[config.mk]
export PLATFORM = sky130hd
export DESIGN_NAME = oser4_tx_flat
export DESIGN_NICKNAME = d
export VERILOG_FILES = /design/src/rtl/oser4_tx_pkg.sv /design/src/rtl/oser4_tx_if.sv /design/src/rtl/oser4_tx_hold.sv /design/src/rtl/oser4_tx.sv /design/src/flat_wrapper.sv
export SDC_FILE = /design/constraint.sdc
export NUM_CORES = 1
export LEC_CHECK = 0
export ABC_AREA = 1
export BUFFER_PORTS_ARGS = -buffer_cell sky130_fd_sc_hd__buf_4
export CORE_UTILIZATION = 44
export DETAILED_ROUTE_END_ITERATION = 12
export GPL_TIMING_DRIVEN = 0
export PLACE_DENSITY = 0.76
export SLEW_MARGIN = 20
export SYNTH_ARGS = -nofsm -noshare
export SYNTH_HDL_FRONTEND = slang
export SYNTH_SLANG_ARGS = --single-unit
[constraint.sdc]
create_clock -name clk -period 0.9 [get_ports clk]
set_input_delay 0.135 -clock clk [delete_from_list [all_inputs] [get_ports clk]]
set_output_delay 0.135 -clock clk [all_outputs]
set_load 0.005 [all_outputs]
[src/rtl/oser4_tx_pkg.sv]
// Shared types and defaults for the oser4_tx serializer.
package oser_pkg;

  // Content class of the word currently held in the shifter.
  typedef enum logic [1:0] {
    ST_IDLE  = 2'd0,
    ST_TRAIN = 2'd1,
    ST_DATA  = 2'd2
  } state_t;

  // Default filler words for a 4-bit word width.
  localparam logic [3:0] IDLE_DEF  = 4'b0000;
  localparam logic [3:0] TRAIN_DEF = 4'b0011;

  // pclk threshold: the word clock is high for bit positions below this value.
  function automatic int half(input int dw);
    return dw / 2;
  endfunction

endpackage

[src/rtl/oser4_tx_if.sv]
// Parallel word handshake between a fabric word source and the serializer.
interface oser4_tx_if #(
  parameter int DW = 4
) ();
  logic [DW-1:0] data_i;
  logic          valid_i;
  logic          ready_o;

  // Word source side.
  modport master (
    output data_i,
    output valid_i,
    input  ready_o
  );

  // Serializer side.
  modport slave (
    input  data_i,
    input  valid_i,
    output ready_o
  );
endinterface

[src/rtl/oser4_tx_hold.sv]
// One-entry valid/ready holding register in front of the serializer shifter.
// ready is a flop of its own so it never depends on valid in the same cycle.
module oser_hold #(
  parameter int DW = 4
) (
  input  logic          clk,
  input  logic          rst,
  input  logic [DW-1:0] d,
  input  logic          valid,
  output logic          ready,
  output logic [DW-1:0] q,
  output logic          full,
  input  logic          drain
);

  logic          full_reg;
  logic          ready_reg;
  logic [DW-1:0] q_reg;
  logic          accept;

  // ready_reg is always the complement of full_reg, so accept only happens when empty.
  assign accept = valid && ready_reg;

  // Fill on accept, empty when the shifter takes the word; the two never coincide
  // because drain only happens while full (ready low).
  always_ff @(posedge clk) begin
    if (rst) begin
      full_reg  <= 1'b0;
      ready_reg <= 1'b1;
      q_reg     <= '0;
    end else begin
      if (drain && full_reg) begin
        full_reg  <= 1'b0;
        ready_reg <= 1'b1;
      end else if (accept) begin
        full_reg  <= 1'b1;
        ready_reg <= 1'b0;
      end
      if (accept) begin
        q_reg <= d;
      end
    end
  end

  assign ready = ready_reg;
  assign full  = full_reg;
  assign q     = q_reg;

endmodule

[src/rtl/oser4_tx.sv]
// Soft-logic DW:1 serializer transmitter. Words are shifted out LSB first, one
// bit per clk, with a divided word clock and a bit-0 frame marker alongside.
// When no data word is waiting at a word boundary the TRAIN or IDLE word is sent.
module oser4_tx
  import oser_pkg::*;
#(
  parameter int            DW    = 4,
  parameter logic [DW-1:0] IDLE  = DW'(IDLE_DEF),
  parameter logic [DW-1:0] TRAIN = DW'(TRAIN_DEF)
) (
  input  logic       clk,
  input  logic       rst,
  oser4_tx_if.slave  bus,
  input  logic       train_i,
  output logic       ser_o,
  output logic       pclk_o,
  output logic       frame_o,
  output logic       underrun_o
);

  localparam int            CW   = $clog2(DW);
  localparam logic [CW-1:0] LAST = CW'(DW - 1);
  localparam int            HALF = half(DW);

  logic [CW-1:0] cnt;
  logic [DW-1:0] shifter;
  state_t        state;

  logic [DW-1:0] hold_q;
  logic          hold_full;
  logic          boundary;
  logic          drain;

  // The cycle carrying the last bit of a word ends with a load of the next word.
  assign boundary = (cnt == LAST);
  assign drain    = boundary && hold_full;

  oser_hold #(
    .DW(DW)
  ) u_hold (
    .clk   (clk),
    .rst   (rst),
    .d     (bus.data_i),
    .valid (bus.valid_i),
    .ready (bus.ready_o),
    .q     (hold_q),
    .full  (hold_full),
    .drain (drain)
  );

  // Bit counter, shifter, word-class FSM and all line outputs, registered together
  // so ser_o, frame_o and pclk_o describe the same bit position in every cycle.
  always_ff @(posedge clk) begin
    if (rst) begin
      cnt        <= '0;
      shifter    <= IDLE;
      state      <= ST_IDLE;
      ser_o      <= IDLE[0];
      frame_o    <= 1'b1;
      pclk_o     <= 1'b1;
      underrun_o <= 1'b0;
    end else if (boundary) begin
      cnt     <= '0;
      frame_o <= 1'b1;
      pclk_o  <= 1'b1;
      if (hold_full) begin
        shifter    <= hold_q;
        ser_o      <= hold_q[0];
        state      <= ST_DATA;
        underrun_o <= 1'b0;
      end else if (train_i) begin
        shifter    <= TRAIN;
        ser_o      <= TRAIN[0];
        state      <= ST_TRAIN;
        underrun_o <= (state == ST_DATA);
      end else begin
        shifter    <= IDLE;
        ser_o      <= IDLE[0];
        state      <= ST_IDLE;
        underrun_o <= (state == ST_DATA);
      end
    end else begin
      cnt        <= cnt + 1'b1;
      shifter    <= shifter >> 1;
      ser_o      <= shifter[1];
      frame_o    <= 1'b0;
      pclk_o     <= ((int'(cnt) + 1) < HALF);
      underrun_o <= 1'b0;
    end
  end

endmodule

[src/flat_wrapper.sv]
// flat-port wrapper written by rule: the top's interface ports become plain ports
module oser4_tx_flat import oser_pkg::*;
#(
  parameter int            DW    = 4,
  parameter logic [DW-1:0] IDLE  = DW'(IDLE_DEF),
  parameter logic [DW-1:0] TRAIN = DW'(TRAIN_DEF)
)
  (clk, rst, train_i, ser_o, pclk_o, frame_o, underrun_o, bus_data_i, bus_valid_i, bus_ready_o);
  oser4_tx_if #(.DW(DW)) bus_i ();
  input  logic clk;
  input  logic rst;
  input  logic train_i;
  output logic ser_o;
  output logic pclk_o;
  output logic frame_o;
  output logic underrun_o;
  input wire logic [$bits(bus_i.data_i)-1:0] bus_data_i;
  input wire logic [$bits(bus_i.valid_i)-1:0] bus_valid_i;
  output wire logic [$bits(bus_i.ready_o)-1:0] bus_ready_o;
  assign bus_i.data_i = bus_data_i;
  assign bus_i.valid_i = bus_valid_i;
  assign bus_ready_o = bus_i.ready_o;
  oser4_tx #(.DW(DW), .IDLE(IDLE), .TRAIN(TRAIN)) u_core (.clk(clk), .rst(rst), .bus(bus_i), .train_i(train_i), .ser_o(ser_o), .pclk_o(pclk_o), .frame_o(frame_o), .underrun_o(underrun_o));
endmodule
Word-level counts from Yosys, hierarchy flattened:

Cells that the tools add are included.

* $lt $le $gt $ge: 1
* bitwise operators: 1
* eq/ne operators: 2
* add/sub/neg operators: 2
* reductions and logical operators: 7
* mux-type cells: 9

Operators by type and width (count)
* less-than comparator 32 x 3 -> 1 bit (second input constant): 1
* OR reduction 2 bit: 3
* 2-to-1 mux 1 bit: 5
* equality test 2 bit (second input constant): 2
* 2-to-1 mux 2 bit: 2
* 2-to-1 mux 4 bit: 1
* adder 2 x 1 -> 3 bit (second input constant): 1
* logical AND 1 bit: 3
* 2-to-1 mux 3 bit: 1
* OR reduction 3 bit: 1
* adder 2 x 1 -> 2 bit (second input constant): 1
* NOT 1 bit: 1

* input port bits: 8
* word-level logic and storage cells: 33
* register bits after elaboration: 18

Depth between registers and ports, before layout:

Gate-level depths: netlist of the first run.

* word-level depth: 4
* gate-level depth with buffers: 6
* depth with buffers taken out: 6

Cells and area by module:

A second synthesis of the first run with hierarchy kept.

* cell total of the unflattened synthesis: 84
* area total of the unflattened synthesis: 636.9 um^2

Modules (own cells, without submodules)
* oser4_tx: instances 1, cells an instance 50, area an instance 406.6 um^2, seq. area each 220.2 um^2
* oser_hold: instances 1, cells an instance 34, area an instance 230.2 um^2, seq. area each 120.1 um^2

Least setup slack after synthesis of the first run:

Ideal clock, no wire load.

* kind: register to register
* from: register u_core.cnt[0]
* to: register u_core.shifter[0]
* path buffers: 0
* cell stages (with the launch flop): 7
* setup time: 109 ps
* period minus slack after synthesis: 984 ps
* path slack: -84 ps
* data required time: 791 ps
* arrival: 875 ps
* cell sequence: dfxtp_1 -> ha_1 -> inv_1 -> nand2_1 -> nand3_1 -> nand2_1 -> inv_1

* longest elaborated chain between the ends: 2

RTL lines
* start: declaration: line oser4_tx.sv:25 `logic [CW-1:0] cnt;`
* start signal: assignment: line oser4_tx.sv:83 `cnt <= cnt + 1'b1;`
* equality test 2 bit: line oser4_tx.sv:35 `assign boundary = (cnt == LAST);`
* 2-to-1 mux 3 bit: line oser4_tx.sv:62 `end else if (boundary) begin`
* end signal: assignment: line oser4_tx.sv:67 `shifter <= hold_q;`
* end signal: assignment: line oser4_tx.sv:84 `shifter <= shifter >> 1;`
* end: declaration: line oser4_tx.sv:26 `logic [DW-1:0] shifter;`

Every way passes these cells.
A chain may end at the register's enable or synchronous reset.

Final worst setup path of the first run:

* from: register u_core.cnt[0]
* to: register u_core.pclk_o

* longest elaborated chain between the ends: 2
* elaborated cells between the ends (all ways): 4
* classes of those cells: 1 x add/sub; 1 x order compare; 1 x eq/ne; 1 x reduce/logical

RTL lines
* equality test 2 bit: line oser4_tx.sv:35
* via u_core.boundary: line oser4_tx.sv:31 `logic boundary;`
* OR reduction 2 bit (no source line)
* end signal: assignment: line oser4_tx.sv:87 `pclk_o <= ((int'(cnt) + 1) < HALF);`
* end: declaration: line oser4_tx.sv:16 `output logic pclk_o,`

The timed path passes the listed nets, and every way through them passes these cells.

==> results by group, run 1 <==
Outcome
  – Status: finished, violations left
  – Failing checks: setup timing

Timing
  – Worst setup margin: -71.24 ps
  – RSZ-0062 raised after global routing: true
  – Final hold viol count: 0
  – Max Slew Vio Count: 0
  – Max Clk Rate: 1.030 GHz
  – Fin crit share: 107.9%
  – Clock skew: 1.461 ps
  – Worst hold slack: 76.30 ps
  – Final setup violating endpoints: 10
  – Final setup TNS: -406.0 ps
  – Max transition margin: 88.98%
  – Fin crit period: 971.2 ps
  – Tightest Pin Transition: 163.5 ps

Clock network
  – H-Tree Depth: 1
  – Clock tree root driver cell: clkbuf_4
  – Clock insertion delay at the later pin of the skew report: 290 ps
  – CTS buffer count: 3
  – Hold-fix buffers, CTS: 0
  – Worst-path clk slew: 100 ps
  – CTS tree: yes
  – TritonCTS Sinks: 17
  – CTS Buffer Depth: 2

Detailed routing
  – Via/cell ratio: 4.704
  – Initial DRT Pass Iterations: 3
  – Total number of vias: 508
  – Initial DRC count: 4
  – Antenna viol nets, final: 0
  – Post-route DRC: 0
  – Avg WL per Cell: 10.18 um
  – Routed WL: 1099 um

Floorplan
  – Die area: 1547 um2
  – Die Y: 39.33 um
  – Initial core utilization: 47.12%
  – I/O pin count: 13
  – Die span in x: 39.33 um
  – Rows: 13
  – Core Region: 1301 um2

Placement
  – Hpwl dp: 708.9 um
  – GPL Wtd Cong: 0.7399
  – Pre-CTS WS: -109.0 ps
  – Dpl cell area: 729.5 um2
  – Port bufs: 12

Worst setup path
  – Crit-path max FO: 4
  – CP Data Arrival Time: 1160 ps
  – CP required: 1090 ps
  – Kind of critical path: register to register
  – CP endpoint kind: register
  – Register-to-Register Setup Slack: -70 ps
  – CP startpoint kind: register

Logic synthesis
  – Cell with the most instances after synthesis: dfxtp_1
  – Number of synthesized flops with an enable pin: 0
  – Main synth FF type: dfxtp_1
  – Avg Cell Area, Syn: 8.285 um2
  – Register bit count reported by yosys: 17
  – Synth warnings: 0
  – Top cell type's share of synthesized area: 55.51%
  – Cells after Synth: 74
  – FFs w/ async S/R, synth: 0%
  – Cell area after synthesis: 613.1 um2
  – Top cells by area, synth: dfxtp_1 56%, nand2_1 8.6%, nor2_1 7.3%, ha_1 6.1%, inv_1 5.5%
  – Synth unique cells: 15
  – Syn Nets: 85
  – Area leader, netlist: dfxtp_1
  – Leading cell types by count after synthesis: 17 x dfxtp_1, 14 x nand2_1, 12 x nor2_1, 9 x inv_1, 5 x nand3_1
  – Sequential share of the synthesized area: 55.51%

Cells and area
  – Share of cells above drive strength 1: 41.94%
  – Design area: 853.3 um2
  – # fillers: 117
  – Synthesis-to-finish area growth: 39.18%
  – Core Util, Final: 65.58%
  – Nets: 105
  – Diode count: 0

Pwr
  – Gate power share: 13.5%
  – Net Sw Frac: 26.39%
  – Psw: 0.0003868 W
  – Worst ir drop on vdd: 1.174 mV
  – Leak pwr: 0.3924 nW
  – Clock power share: 28.1%
  – Pwr/cell area: 1718 nW/um2
  – Cell Int Power: 0.001079 W
  – Seq pwr share: 58.4%

Worst hold path
  – Hold WC Path Type: input port to register

Global route
  – Overall routing resource usage: 18.03%
  – Vias in the first global route: 438
  – Overflow after GRT: 0
  – Antenna violations before repair: 0
  – Global-route wire length before repair: 1828 um
  – Pin count of the biggest net entering global routing: 11

Run
  – Max-cap violations: 0
## final timing paths
path,startpoint,end,depth (start not counted)
setup / recovery,u_core.cnt[0]$_SDFF_PP0_,u_core.pclk_o$_SDFF_PP1_,4
setup reg to reg,u_core.cnt[0]$_SDFF_PP0_,u_core.pclk_o$_SDFF_PP1_,4
hold / removal,rst,u_core.shifter[2]$_SDFF_PP0_,2
hold reg to reg,u_core.u_hold.q[3]$_SDFFE_PP0P_,u_core.shifter[3]$_SDFF_PP0_,2
## power by group through the flow
stage          logic (W)  clock network, W  registers [W]
6_report        0.000198          0.000412       0.000856
5_1_grt         0.000231          0.000464       0.000863
4_1_cts         0.000180          0.000416       0.000848
3_5_place_dp    0.000159                 0       0.000855
3_3_place_gp    0.000154                 0       0.000854
2_1_floorplan  0.0000912                 0       0.000850
## area by class of cell
type / instances / area, um2 / area share, %
Inverter: 11 / 43.79 / 5.132
Tap cell: 15 / 18.77 / 2.199
Multi-Input combinational cell: 46 / 286.5 / 33.58
Sequential cell: 17 / 352.8 / 41.35
Clock buffer: 3 / 22.52 / 2.639
Timing Repair Buffer: 15 / 123.9 / 14.52
Clock inverter: 1 / 5.005 / 0.5865
## stage by stage
| stage | instances | power, W |
|---|---|---|
| after CTS | 107 | 0.001444 |
| after global routing | 108 | 0.001558 |
| final | 108 | 0.001466 |
| after detailed placement | 101 | 0.001014 |
| after floorplan | 74 | 0.0009417 |
| after global placement | 101 | 0.001008 |
## routing by layer
layer | vias to the layer above | track usage [%] | share of wire, %
met5 | - | 0 | 0
met4 | 0 | 7.759 | 1.3
met3 | 3 | 6.818 | 2.8
met2 | 11 | 26.25 | 47
met1 | 224 | 23.57 | 49
li1 | 270 | - | -
## cell families (layout without fill, tap and decap cells)
kind of cell	after synthesis	in the layout	synth area share [%]
simple gates	35	35	24.08
fa+ha+maj	3	3	6.123
compound gates	8	8	7.552
flops	17	17	55.51
buf+inv	11	30	6.735
## worst max-delay path, stage by stage, from the launching register on
cell and delay (ps):
dfxtp_4 380, ha_4 170, nor2_4 70, inv_2 40
or2_1 200
## cells in the final DEF, fill, tap and decap left out, drive strengths merged
master,instances
a21oi,3
ha,3
or2,1
nor3,1
dfxtp,17
inv,11
clkinv,1
nor2,13
nand3b,1
nand2,14
o21a,1
buf,15
nand3,5
clkbuf,3
o21ai,4
## what timing repair did
action / in CTS / in global routing
setup buffers: 2 / 1
pin swaps: 4 / 2
endpoints found under the setup margin: 9 / 18
resized for setup: 10 / 11
endpoints found under the hold margin: 0 / 0
Note: power is estimated with default switching activity, not from simulation.
==> inputs of run 2 (changes only) <==
==> constraint.sdc (replaced) <==
create_clock -name clk -period 0.9 [get_ports clk]
set_input_delay 0 -clock clk [delete_from_list [all_inputs] [get_ports clk]]
set_output_delay 0 -clock clk [all_outputs]
set_load 0.005 [all_outputs]
==> results by group, run 2 (same netlist as run 1, synthesis figures left out) <==
Cells and area
  – Diode count: 0 (unchanged)
  – Design area: 894.6 um2 (+4.8%)
  – Most common cell after layout, fill and taps aside: buf_4
  – Non-filler cells, final: 114 (+5.6%)
  – Nets: 111 (+5.7%)
  – Share of cells above drive strength 1: 39.39% (-2.5 points)
  – Sequential cell area: 349.1 um2 (-1.1%)
  – Synthesis-to-finish area growth: 45.92%
  – # fillers: 110 (-6.0%)
  – Core Util, Final: 68.75% (+3.2 points)
  – Area occupied by multi-input gates: 282.8 um2 (-1.3%)
  – Most frequent cells in the layout: 15 x buf_4, 14 x dfxtp_1, 11 x nand2_1

Worst setup path
  – Kind of critical path: register to register
  – CP bufs+invs: 1 (unchanged)
  – Crit path depth: 4 (unchanged)
  – Worst path max stage delay: 380 ps (about the same)
  – CP Data Arrival Time: 1150 ps (about the same)
  – R2r worst-path depth: 4 (unchanged)
  – CP required: 1090 ps (about the same)
  – CP startpoint kind: register
  – Slowest CP cell: dfxtp_4
  – Crit-path max FO: 4 (unchanged)
  – CP endpoint kind: register
  – Sequence of cells on the critical path: ha_4 -> nor2_2 -> inv_2 -> or2_1
  – CP top delay family: flip-flops

Clock network
  – Worst-path clk slew: 100 ps (about the same)
  – TritonCTS Sinks: 17 (unchanged)
  – H-Tree Depth: 1 (unchanged)
  – CTS buffer count: 3 (unchanged)
  – CTS Buffer Depth: 2 (unchanged)
  – Clock tree root driver cell: clkbuf_4
  – Clock insertion delay at the later pin of the skew report: 290 ps (about the same)
  – CTS tree: yes

Timing
  – Final setup violating endpoints: 9 (-1)
  – Max transition margin: 89.17% (+0.18 points)
  – Worst setup margin: -63.76 ps (+7.481 ps)
  – Tightest Pin Transition: 160.8 ps (-2.737 ps)
  – RSZ-0062 raised after global routing: true
  – Max Clk Rate: 1.038 GHz (+0.78%)
  – Final hold viol count: 0 (unchanged)
  – Final setup TNS: -377.7 ps (+28.31 ps)
  – Clock skew: 0.4889 ps (-0.9726 ps)
  – Fin crit period: 963.8 ps (-7.481 ps)
  – Fin crit share: 107.1% (-0.83 points)
  – Max Slew Vio Count: 0 (unchanged)

Pwr
  – Worst ir drop on vdd: 1.157 mV (-1.5%)
  – Pwr/cell area: 1647 nW/um2 (-4.1%)
  – Leak pwr: 0.4031 nW (+2.7%)

Placement
  – Port bufs: 12 (unchanged)
  – GPL Wtd Cong: 0.7399 (unchanged)
  – Dpl cell area: 729.5 um2 (unchanged)
  – Hpwl dp: 708.9 um (unchanged)
  – Post-Place Cells: 101 (unchanged)

Global route
  – Overflow after GRT: 0 (unchanged)
  – Antenna violations before repair: 0 (unchanged)
  – Vias in the first global route: 482 (+10%)
  – Pin count of the biggest net entering global routing: 11 (unchanged)
  – Global-route wire length before repair: 1959 um (+7.2%)
  – Overall routing resource usage: 19.35% (+1.3 points)

Outcome
  – Status: finished, violations left
  – Failing checks: DRC, setup timing

Detailed routing
  – Antenna viol nets, final: 0 (unchanged)
  – Initial DRC count: 10 (+6)
  – Post-route DRC: 2 (+2)
  – Routed WL: 1168 um (+6.3%)
  – Avg WL per Cell: 10.25 um (+0.68%)
  – Via/cell ratio: 4.754 (+1.1%)
  – Total number of vias: 542 (+6.7%)
  – Initial DRT Pass Iterations: 8 (+5)

Floorplan
  – Initial core utilization: 47.12% (unchanged)
  – Die area: 1547 um2 (unchanged)
  – I/O pin count: 13 (unchanged)
  – Die Y: 39.33 um (unchanged)
  – Die span in x: 39.33 um (unchanged)
  – Core Region: 1301 um2 (unchanged)
  – Rows: 13 (unchanged)

Run
  – Max-cap violations: 0 (unchanged)

Worst hold path
  – Hold Crit Depth: 4 (+2)
  – Hold WC Path Type: input port to register
[run 2: cell types whose count changed in the layout (fill, tap and decap cells not counted), moves of 2 or more]
cell           change
dlygate4sd3_1      +6
buf_4              +3
buf_6              -3
dfxtp_1            +3
dfxtp_2            -3
inv_1              -2
inv_2              +2
nor2_2             +2
o21ai_0            -2
o21ai_1            +2
[run 2: final cells by class]
type,instances,share of cell area [%]
sequential,17,39.02
multi-input combinational,46,31.61
timing repair buffer,21,19.30
inverter,11,4.895
clock buffer,3,2.517
tap,15,2.098
clock inverter,1,0.5594
[run 2: worst paths after layout]
path / slack, ps / from / to
worst min register to register: 450 / u_core.u_hold.q[3]$_SDFFE_PP0P_ / u_core.shifter[3]$_SDFF_PP0_
worst max register to register: -60 / u_core.cnt[0]$_SDFF_PP0_ / u_core.pclk_o$_SDFF_PP1_
worst max-delay path: -60 / u_core.cnt[0]$_SDFF_PP0_ / u_core.pclk_o$_SDFF_PP1_
worst min-delay path: 20 / bus_valid_i / u_core.u_hold.ready$_SDFFE_PP1P_
[run 2: where the power goes]
part | switching (W) | leakage [nW] | total [W] | internal [W]
clock | 0.000237 | 0.0177 | 0.000402 | 0.000165
sequential | 0.0000453 | 0.141 | 0.000851 | 0.000806
combinational | 0.000101 | 0.244 | 0.000220 | 0.000119
total | 0.000383 | 0.403 | 0.00147 | 0.00109
[run 2: tightest hold or removal path, cell delays in order]
cell,delay (ps)
buf_4,80
nand2_2,80
nand2_1,70
nand2_1,40
[run 2: repair_timing]
| action | CTS | global route |
|---|---|---|
| gates resized for setup | 9 | 10 |
| setup endpoints to repair | 8 | 15 |
| setup buffers | 2 | 1 |
| hold buffers | 5 | 1 |
| hold endpoints to repair | 9 | 1 |
| pin swaps | 4 | 2 |
[run 2: per-layer routing]
layer / GRT usage [%] / part of all wire (%) / vias up
met5: 0 / 0 / -
met3: 7.386 / 3.9 / 6
met2: 29.17 / 48 / 13
met4: 9.483 / 2.7 / 0
li1: - / - / 284
met1: 23.93 / 45 / 239
[run 2: stage by stage]
step           setup WS [ps]  total power (W)  hold WS [ps]
2_1_floorplan         -25.61        0.0009417         62.44
3_3_place_gp          -85.78         0.001008         215.4
3_5_place_dp          -109.0         0.001014         221.2
4_1_cts               -71.42         0.001460         9.048
5_1_grt               -128.2         0.001576         43.32
6_report              -63.76         0.001474         19.69
